<file path="src/rtl/tdm_demux4_pkg.sv">
// Shared constants, state encoding and slot-width helper for the TDM 4-channel receiver.
package tdm_pkg;

    localparam int CHANNELS_DEF   = 4;
    localparam int MISS_LIMIT_DEF = 2;
    localparam int MISS_W         = 4;

    typedef enum logic {
        HUNT   = 1'b0,
        LOCKED = 1'b1
    } state_e;

    function automatic int sel_width(input int channels);
        return (channels > 1) ? $clog2(channels) : 1;
    endfunction

    localparam int SEL_W_DEF = sel_width(CHANNELS_DEF);

endpackage

</file>
<file path="src/rtl/tdm_demux4_if.sv">
// Serial link inputs and demultiplexed frame outputs of the TDM receiver.
interface tdm_demux4_if
    import tdm_pkg::*;
#(
    parameter int CHANNELS = CHANNELS_DEF,
    parameter int SEL_W    = sel_width(CHANNELS)
) ();

    logic                valid_in;
    logic                serial_in;
    logic                frame_sync;
    logic [CHANNELS-1:0] out;
    logic                out_valid;
    logic [SEL_W-1:0]    select;
    logic                locked;
    logic                sync_err;

    modport master (
        output valid_in, serial_in, frame_sync,
        input  out, out_valid, select, locked, sync_err
    );

    modport slave (
        input  valid_in, serial_in, frame_sync,
        output out, out_valid, select, locked, sync_err
    );

endinterface

</file>
<file path="src/rtl/tdm_demux4_slot_counter.sv">
// Wrapping slot index: clear beats load-to-1, which beats the per-beat increment.
module tdm_slot_counter #(
    parameter int SEL_W = 2
) (
    input  logic             clk,
    input  logic             rst_n,
    input  logic             en,
    input  logic             load_one,
    input  logic             clr,
    output logic [SEL_W-1:0] slot,
    output logic             last
);

    logic [SEL_W-1:0] slot_r;

    // Slot register with clear / load-to-1 / wrapping increment.
    always_ff @(posedge clk or negedge rst_n) begin
        if (!rst_n) begin
            slot_r <= {SEL_W{1'b0}};
        end else if (clr) begin
            slot_r <= {SEL_W{1'b0}};
        end else if (load_one) begin
            slot_r <= SEL_W'(1);
        end else if (en) begin
            slot_r <= slot_r + SEL_W'(1);
        end else begin
            slot_r <= slot_r;
        end
    end

    assign slot = slot_r;
    assign last = (slot_r == {SEL_W{1'b1}});

endmodule

</file>
<file path="src/rtl/tdm_demux4.sv">
// TDM receiver: aligns on slot-0 sync markers, flywheels over missed markers,
// and delivers each completed frame as a registered parallel word.
module tdm_demux4
    import tdm_pkg::*;
#(
    parameter int CHANNELS   = CHANNELS_DEF,
    parameter int SEL_W      = sel_width(CHANNELS),
    parameter int MISS_LIMIT = MISS_LIMIT_DEF
) (
    input  logic         clk,
    input  logic         rst_n,
    tdm_demux4_if.slave  bus
);

    localparam logic [MISS_W-1:0] MISS_LIM = MISS_W'(MISS_LIMIT);

    state_e              state_r, state_n;
    logic [CHANNELS-1:0] partial_r, partial_n;
    logic [MISS_W-1:0]   miss_cnt_r, miss_cnt_n;
    logic [CHANNELS-1:0] out_r, out_n;
    logic                out_valid_r, out_valid_n;
    logic                sync_err_r, sync_err_n;

    logic [SEL_W-1:0]    slot_s;
    logic                last_s;
    logic                cnt_inc_s, cnt_load_s, cnt_clr_s;
    logic [MISS_W-1:0]   miss_inc_s;

    tdm_slot_counter #(.SEL_W(SEL_W)) u_slot (
        .clk      (clk),
        .rst_n    (rst_n),
        .en       (cnt_inc_s),
        .load_one (cnt_load_s),
        .clr      (cnt_clr_s),
        .slot     (slot_s),
        .last     (last_s)
    );

    assign miss_inc_s = (miss_cnt_r >= MISS_LIM) ? miss_cnt_r : miss_cnt_r + 4'd1;

    // Frame alignment FSM and capture decisions for the current beat.
    always_comb begin
        state_n     = state_r;
        partial_n   = partial_r;
        miss_cnt_n  = miss_cnt_r;
        out_n       = out_r;
        out_valid_n = 1'b0;
        sync_err_n  = 1'b0;
        cnt_inc_s   = 1'b0;
        cnt_load_s  = 1'b0;
        cnt_clr_s   = 1'b0;
        if (bus.valid_in) begin
            case (state_r)
                HUNT: begin
                    if (bus.frame_sync) begin
                        partial_n    = {CHANNELS{1'b0}};
                        partial_n[0] = bus.serial_in;
                        cnt_load_s   = 1'b1;
                        miss_cnt_n   = 4'd0;
                        state_n      = LOCKED;
                    end else begin
                        state_n = HUNT;
                    end
                end
                LOCKED: begin
                    if (bus.frame_sync) begin
                        // Early sync truncates the current frame; a slot-0 sync just restarts it.
                        sync_err_n   = (slot_s != {SEL_W{1'b0}});
                        partial_n    = {CHANNELS{1'b0}};
                        partial_n[0] = bus.serial_in;
                        cnt_load_s   = 1'b1;
                        miss_cnt_n   = 4'd0;
                    end else if (slot_s == {SEL_W{1'b0}}) begin
                        sync_err_n = 1'b1;
                        miss_cnt_n = miss_inc_s;
                        if (miss_inc_s == MISS_LIM) begin
                            state_n   = HUNT;
                            partial_n = {CHANNELS{1'b0}};
                            cnt_clr_s = 1'b1;
                        end else begin
                            partial_n[0] = bus.serial_in;
                            cnt_load_s   = 1'b1;
                        end
                    end else if (!last_s) begin
                        partial_n[slot_s] = bus.serial_in;
                        cnt_inc_s         = 1'b1;
                    end else begin
                        out_n       = {bus.serial_in, partial_r[CHANNELS-2:0]};
                        out_valid_n = 1'b1;
                        cnt_inc_s   = 1'b1;
                    end
                end
                default: begin
                    state_n   = HUNT;
                    cnt_clr_s = 1'b1;
                end
            endcase
        end else begin
            state_n = state_r;
        end
    end

    // State, capture and output registers.
    always_ff @(posedge clk or negedge rst_n) begin
        if (!rst_n) begin
            state_r     <= HUNT;
            partial_r   <= {CHANNELS{1'b0}};
            miss_cnt_r  <= 4'd0;
            out_r       <= {CHANNELS{1'b0}};
            out_valid_r <= 1'b0;
            sync_err_r  <= 1'b0;
        end else begin
            state_r     <= state_n;
            partial_r   <= partial_n;
            miss_cnt_r  <= miss_cnt_n;
            out_r       <= out_n;
            out_valid_r <= out_valid_n;
            sync_err_r  <= sync_err_n;
        end
    end

    assign bus.out       = out_r;
    assign bus.out_valid = out_valid_r;
    assign bus.select    = slot_s;
    assign bus.locked    = (state_r == LOCKED);
    assign bus.sync_err  = sync_err_r;

endmodule
</file>
<file path="src/flat_wrapper.sv">
// flat-port wrapper written by rule: the top's interface ports become plain ports
module tdm_demux4_flat import tdm_pkg::*;
#(
    parameter int CHANNELS   = CHANNELS_DEF,
    parameter int SEL_W      = sel_width(CHANNELS),
    parameter int MISS_LIMIT = MISS_LIMIT_DEF
)
  (clk, rst_n, bus_valid_in, bus_serial_in, bus_frame_sync, bus_out, bus_out_valid, bus_select, bus_locked, bus_sync_err);
  tdm_demux4_if #(.CHANNELS(CHANNELS), .SEL_W(SEL_W)) bus_i ();
  input  logic clk;
  input  logic rst_n;
  input wire logic [$bits(bus_i.valid_in)-1:0] bus_valid_in;
  input wire logic [$bits(bus_i.serial_in)-1:0] bus_serial_in;
  input wire logic [$bits(bus_i.frame_sync)-1:0] bus_frame_sync;
  output wire logic [$bits(bus_i.out)-1:0] bus_out;
  output wire logic [$bits(bus_i.out_valid)-1:0] bus_out_valid;
  output wire logic [$bits(bus_i.select)-1:0] bus_select;
  output wire logic [$bits(bus_i.locked)-1:0] bus_locked;
  output wire logic [$bits(bus_i.sync_err)-1:0] bus_sync_err;
  assign bus_i.valid_in = bus_valid_in;
  assign bus_i.serial_in = bus_serial_in;
  assign bus_i.frame_sync = bus_frame_sync;
  assign bus_out = bus_i.out;
  assign bus_out_valid = bus_i.out_valid;
  assign bus_select = bus_i.select;
  assign bus_locked = bus_i.locked;
  assign bus_sync_err = bus_i.sync_err;
  tdm_demux4 #(.CHANNELS(CHANNELS), .SEL_W(SEL_W), .MISS_LIMIT(MISS_LIMIT)) u_core (.clk(clk), .rst_n(rst_n), .bus(bus_i));
endmodule
</file>
<file path="config.mk">
export PLATFORM = sky130hd
export DESIGN_NAME = tdm_demux4_flat
export DESIGN_NICKNAME = d
export VERILOG_FILES = /design/src/rtl/tdm_demux4_pkg.sv /design/src/rtl/tdm_demux4_if.sv /design/src/rtl/tdm_demux4_slot_counter.sv /design/src/rtl/tdm_demux4.sv /design/src/flat_wrapper.sv
export SDC_FILE = /design/constraint.sdc
export NUM_CORES = 1
export LEC_CHECK = 0
export ABC_AREA = 1
export CAP_MARGIN = 20
export CORE_UTILIZATION = 35
export DETAILED_ROUTE_END_ITERATION = 16
export SLEW_MARGIN = 20
export SYNTH_ARGS = -nofsm -noshare
export SYNTH_HDL_FRONTEND = slang
export SYNTH_HIERARCHICAL = 1
export SYNTH_SLANG_ARGS = --single-unit
</file>
<file path="constraint.sdc">
create_clock -name clk -period 1.6 [get_ports clk]
set_input_delay 0.4 -clock clk [delete_from_list [all_inputs] [get_ports clk]]
set_output_delay 0.4 -clock clk [all_outputs]
set_load 0.01 [all_outputs]
</file>
Word level (Yosys, flattened, before mapping)
Index checks and enable logic that the tools add are counted.

storage, ports and cells
  flip-flop bits (word level) = 17
  output and inout port bits = 9
  word-level logic and storage cells = 75
  bits of input ports = 5

cells by class
  reductions and logical operators = 8
  multiplexer cells = 45
  equality and inequality tests = 6
  add/sub/neg operators = 2
  order comparisons = 3
  bitwise logic cells = 3

operator list
  cell                                                                    number
  4-bit two-way mux                                                       8
  1-bit two-way mux                                                       27
  4-bit one-hot mux with 2 select lines                                   2
  4-bit != test (second input constant)                                   2
  2-bit two-way mux                                                       3
  3-bit AND reduction                                                     2
  5-bit AND reduction                                                     1
  4-bit by 1-bit adder with 4-bit output (second input constant)          1
  4-bit bitwise mux                                                       1
  4-bit by 2-bit equality test with 1-bit output (second input constant)  1
  4-bit by 2-bit >= comparator with 1-bit output (second input constant)  1
  1-bit one-hot mux with 2 select lines                                   2
  4-bit AND reduction                                                     1
  2-bit by 3-bit < comparator with 1-bit output (second input constant)   1
  3-bit two-way mux                                                       1
  3-bit != test (second input constant)                                   1
  1-bit inverter                                                          3
  3-bit nonzero test                                                      1
  2-bit by 1-bit adder with 2-bit output (second input constant)          1
  1-bit demux with 2-bit select                                           1
  2-bit equality test (second input constant)                             1
  2-bit by 1-bit >= comparator with 1-bit output (second input constant)  1
  2-bit logical NOT                                                       1
  2-bit != test (second input constant)                                   1
  other kinds (2)                                                         2

Depth between registers and ports, before layout
  depth after elaboration = 10
  mapped depth = 13
  gate-level depth less buffers = 13

Hierarchy
The synthesis kept the hierarchy.

modules (own cells, without submodules)
  module            times used  area each (µm²)  cells each
  tdm_demux4        1           810.8            97
  tdm_slot_counter  1           113.9            15

Worst setup path before layout
No wires, ideal clock.

  path kind = register -> register
  start point = reg u_core.u_slot.slot_r[1], in the netlist u_core/u_slot/slot[1]
  end point = reg u_core.out_r[1], in the netlist u_core/bus.out[1]
  path slack = 0.064 ns
  stages on the path, launching flop included = 8
  library setup time = 0.125 ns
  arrival = 1.411 ns
  data required time = 1.475 ns
  buffers on the path = 0
  path through = dfrtp_1 nor2_4 inv_1 ha_1 nand2_2 nor2_4 nand2_4 mux2_4

on the way
  cells in the longest elaborated chain, start to end = 3
  elaborated cells on any way between the ends = 4
  those cells by class = 1 x eq/ne; 1 x bitwise; 2 x reduce/logical

RTL lines
  element                          line                           RTL
  start, declared                  tdm_demux4_slot_counter.sv:14  logic [SEL_W-1:0] slot_r;
  start signal, assigned           tdm_demux4_slot_counter.sv:19  slot_r <= {SEL_W{1'b0}};
  start signal, assigned           tdm_demux4_slot_counter.sv:21  slot_r <= {SEL_W{1'b0}};
  start signal, assigned           tdm_demux4_slot_counter.sv:25  slot_r <= slot_r + SEL_W'(1);
  2-bit logical NOT                tdm_demux4.sv:73               end else if (slot_s == {SEL_W{1'b0}}) begin
  1-bit inverter (no line)         --
  5-bit AND reduction (no line) *  --
  end signal, assigned             tdm_demux4.sv:109              out_r <= {CHANNELS{1'b0}};
  end signal, assigned             tdm_demux4.sv:116              out_r <= out_n;
  end, declared                    tdm_demux4.sv:20               logic [CHANNELS-1:0] out_r, out_n;

Every way passes the cells marked *; elsewhere a longest branch is shown, timed or not.
A chain may end at the register's enable or synchronous reset.

Worst setup path in the final report
  start point = reg u_core.miss_cnt_r[1]
  end point = reg u_core.u_slot.slot_r[0], in the netlist u_core/u_slot/slot[0]

on the way
  cells in the longest elaborated chain, start to end = 10
  elaborated cells on any way between the ends = 17
  those cells by class = 1 x add/sub; 1 x order compare; 1 x eq/ne; 13 x mux; 1 x reduce/logical

RTL lines
  element                                                                                                   line                           RTL
  start, declared                                                                                           tdm_demux4.sv:19               logic [MISS_W-1:0] miss_cnt_r, miss_cnt_n;
  start signal, assigned                                                                                    tdm_demux4.sv:115              miss_cnt_r <= miss_cnt_n;
  4-bit by 1-bit adder with 4-bit output or 4-bit by 2-bit >= comparator with 1-bit output (tied branches)  tdm_demux4.sv:39               assign miss_inc_s = (miss_cnt_r >= MISS_LIM) ? miss_cnt_r : miss_cnt_r + 4'd1;
  4-bit two-way mux *                                                                                       tdm_demux4.sv:39
  4-bit by 2-bit equality test with 1-bit output *                                                          tdm_demux4.sv:76               if (miss_inc_s == MISS_LIM) begin
  1-bit two-way mux *                                                                                       tdm_demux4.sv:76
  1-bit two-way mux *                                                                                       tdm_demux4.sv:73
  1-bit two-way mux *                                                                                       tdm_demux4.sv:66               if (bus.frame_sync) begin
  1-bit one-hot mux with 2 select lines *                                                                   tdm_demux4.sv:53               case (state_r)
  1-bit two-way mux *                                                                                       tdm_demux4.sv:52               if (bus.valid_in) begin
  named net u_core.cnt_load_s                                                                               tdm_demux4.sv:26               logic cnt_inc_s, cnt_load_s, cnt_clr_s;
  2-bit two-way mux                                                                                         tdm_demux4_slot_counter.sv:22  end else if (load_one) begin
  2-bit two-way mux                                                                                         tdm_demux4_slot_counter.sv:20  end else if (clr) begin

The timed path passes the listed nets; every way through them passes the cells marked *.

==> qor.yml <==
run_status: "finished, final reports clean"
mostFrequentLayoutCells: "buf_4, inv_1, nand2_1, dfrtp_1"
dpl.hpwl_um: 1429
port-buffer-count: 13
maxSlewHeadroom_pct: 86.36
yosys_warnings: 6
grt_max_degree: 17
io_pins: 14
area_delta_synth_final_pct: 46.82
crit_path_cell_trace: "ha_4 > nor2_4 > nand2_1 > nand2_1 > nand2_2 > nand3_2 > nand2_2 > a21oi_4 > inv_2 > nand2_2 > nand3_2 > nand2_1"
clockBufferDepth: 2
antenna_found_initial: 0
timing.final.max_slew_violations: 0
peakVddDrop_uv: 938.1
clkSlewWorstSetupHoldPaths_ns: 0.09
grt.overflow.total: 0
cp.arrival_ns: 1.81
cp-end-kind: "register"
clock_skew_ns: 0.002814
critPathSlowestCell: "dfrtp_1"
grt_usage_pct: 17.18
hold_viol_final: 0
num_antenna_cells: 0
r2r_start: "u_core/miss_cnt_r[1]"
vias_per_cell: 4.622
initial_core_util_pct: 37.32
drt_iter0_drc: 16
fp.dieH_um: 53.40
rows: 18
drive_above_1_share_pct: 37.33
worst-path-buf-inv: 1
required_ns: 1.82
worstSetupPathType: "register to register"
ys_ff_latch: 16
cts_tree: "built"
cts_made_buffers: 3
critical_path.top_delay_family: "simple AND/OR/NAND/NOR gates"
final_nets: 160
grt_setup_unrepaired: "yes"
clockRootBuffer: "clkbuf_4"
firstDrtPassIters: 4
ys_seq_area_share_pct: 43.30
p_leak_nw: 0.8180
final_common_cell: "buf_4"
post_dp_cell_area_um2: 1235
r2r_cells: 12
synthesis.area_um2: 924.6
cts_max_level: 1
cp_max_fo: 4
core_area_um2: 2477
drc: 0
final_cells: 180
hold_path.class: "input pin to asynchronous set/reset pin"
drt-wirelength-per-cell_um: 10.86
place_inst: 174
setup_viol: 0
wl_um: 1955
syn_nets: 121
die_area_um2: 2852
fin_hold_ws_ns: 0.4320
postRouteAntennaNets: 0
synth_cell_types: 21
cts_sinks: 16
powerDensity_nw_per_um2: 1498
clock_latency_ns: 0.28
syn_area_per_cell_um2: 8.256
design_area_um2: 1358
grt_pass1_vias: 821
fp.dieW_um: 53.40
worst_pin_slew_ns: 0.2047
tns_ns: 0
period_minus_slack_ns: 1.585
fmax_mhz: 630.8
vias: 832
yosysTopAreaCellShare_pct: 43.30
synth_cells: 112
globalplace.congestion: 0.7601
hold_buffers: 0
reg2reg_to: "u_core/u_slot/slot[0]"
slowest_delay_ns: 0.43
grt_first_pass_wirelength_um: 3525
startpoint_type: "register"
fin_crit_sh_pct: 99.08
synth_area_leaders: "dfrtp_1, inv_1, nand2_1"
maxCapViolCount: 0
r2r_setup_slack_ns: 0.01
yosysTopAreaCell: "dfrtp_1"
[power breakdown]
part	total, mW	internal, mW	switching (mW)
registers	0.596	0.516	0.0792
logic	1.17	0.551	0.624
clock network	0.263	0.138	0.124
total	2.03	1.21	0.828
[worst max path at each step]
stage                                       end             startpoint  cells after the start  slack [ns]
after floorplan               u_core/bus.out[1]  u_core/u_slot/slot[1]                      7        0.06
after global placement    u_core/u_slot/slot[1]         bus_frame_sync                      8       -0.17
after detailed placement      u_core/bus.out[1]         bus_frame_sync                      7       -0.18
after CTS                            bus_locked      u_core/bus.locked                      1      0.0009
after global routing      u_core/u_slot/slot[0]   u_core/miss_cnt_r[1]                     12       -0.10
final                     u_core/u_slot/slot[0]   u_core/miss_cnt_r[1]                     12        0.01
[Yosys cell counts (all sizes together)]
cell    n
nand4   4
inv    23
nand3  11
nor3    1
o21ai   5
dfrtp  16
a21oi   3
nand2  27
o21a    1
nor2   14
ha      4
o22ai   1
mux2    2
[timing repair]
action / CTS / global route
setup buffers: 2 / 1
gates resized for setup: 8 / 18
pin swaps: 2 / 15
endpoints found under the setup margin: 5 / 14
[through the flow]
step | worst slack (ns) | total power, mW | utilization, %
final | 0.01465 | 2.033 | 54.80
after global routing | -0.1010 | 2.231 | 54.80
after CTS | 0.0009039 | 1.974 | 52.32
after detailed placement | -0.1765 | 1.643 | 49.85
after global placement | -0.1674 | 1.618 | 49.85
after floorplan | 0.06363 | 1.200 | -
[sequential cells by signal, indices dropped and copies added, names as in the netlist]
signal,cells
u_core/bus.sync_err,1
u_core/miss_cnt_r,4
u_core/bus.out_valid,1
u_core/bus.out,4
u_core/u_slot/slot,2
u_core/partial_r,3
u_core/bus.locked,1
[final cells by class]
class / instances / area, µm²
Clock buffer: 4 / 36.28
Fill cell: 244 / 1120
Inverter: 23 / 86.33
Multi-Input combinational cell: 73 / 491.7
Sequential cell: 16 / 401.6
Tap cell: 30 / 37.54
Timing Repair Buffer: 34 / 304.0
[kinds of logic after synthesis]
| family | synth area share (%) |
|---|---|
| AND/OR/NAND/NOR | 32.07 |
| adder cells (fa/ha/maj) | 5.413 |
| multiplexers | 3.248 |
| AO/OA/AOI/OAI | 6.631 |
| buffers and inverters | 9.337 |
| flip-flops | 43.30 |
[metal layers]
layer | up-vias | part of all wire (%) | track usage [%]
met5 | - | 0 | 0
met4 | 0 | 0.72 | 6.579
met3 | 2 | 2.6 | 2.586
met2 | 10 | 48 | 27.92
met1 | 391 | 48 | 22.57
li1 | 429 | - | -
Note: power is estimated with default switching activity, not from simulation.
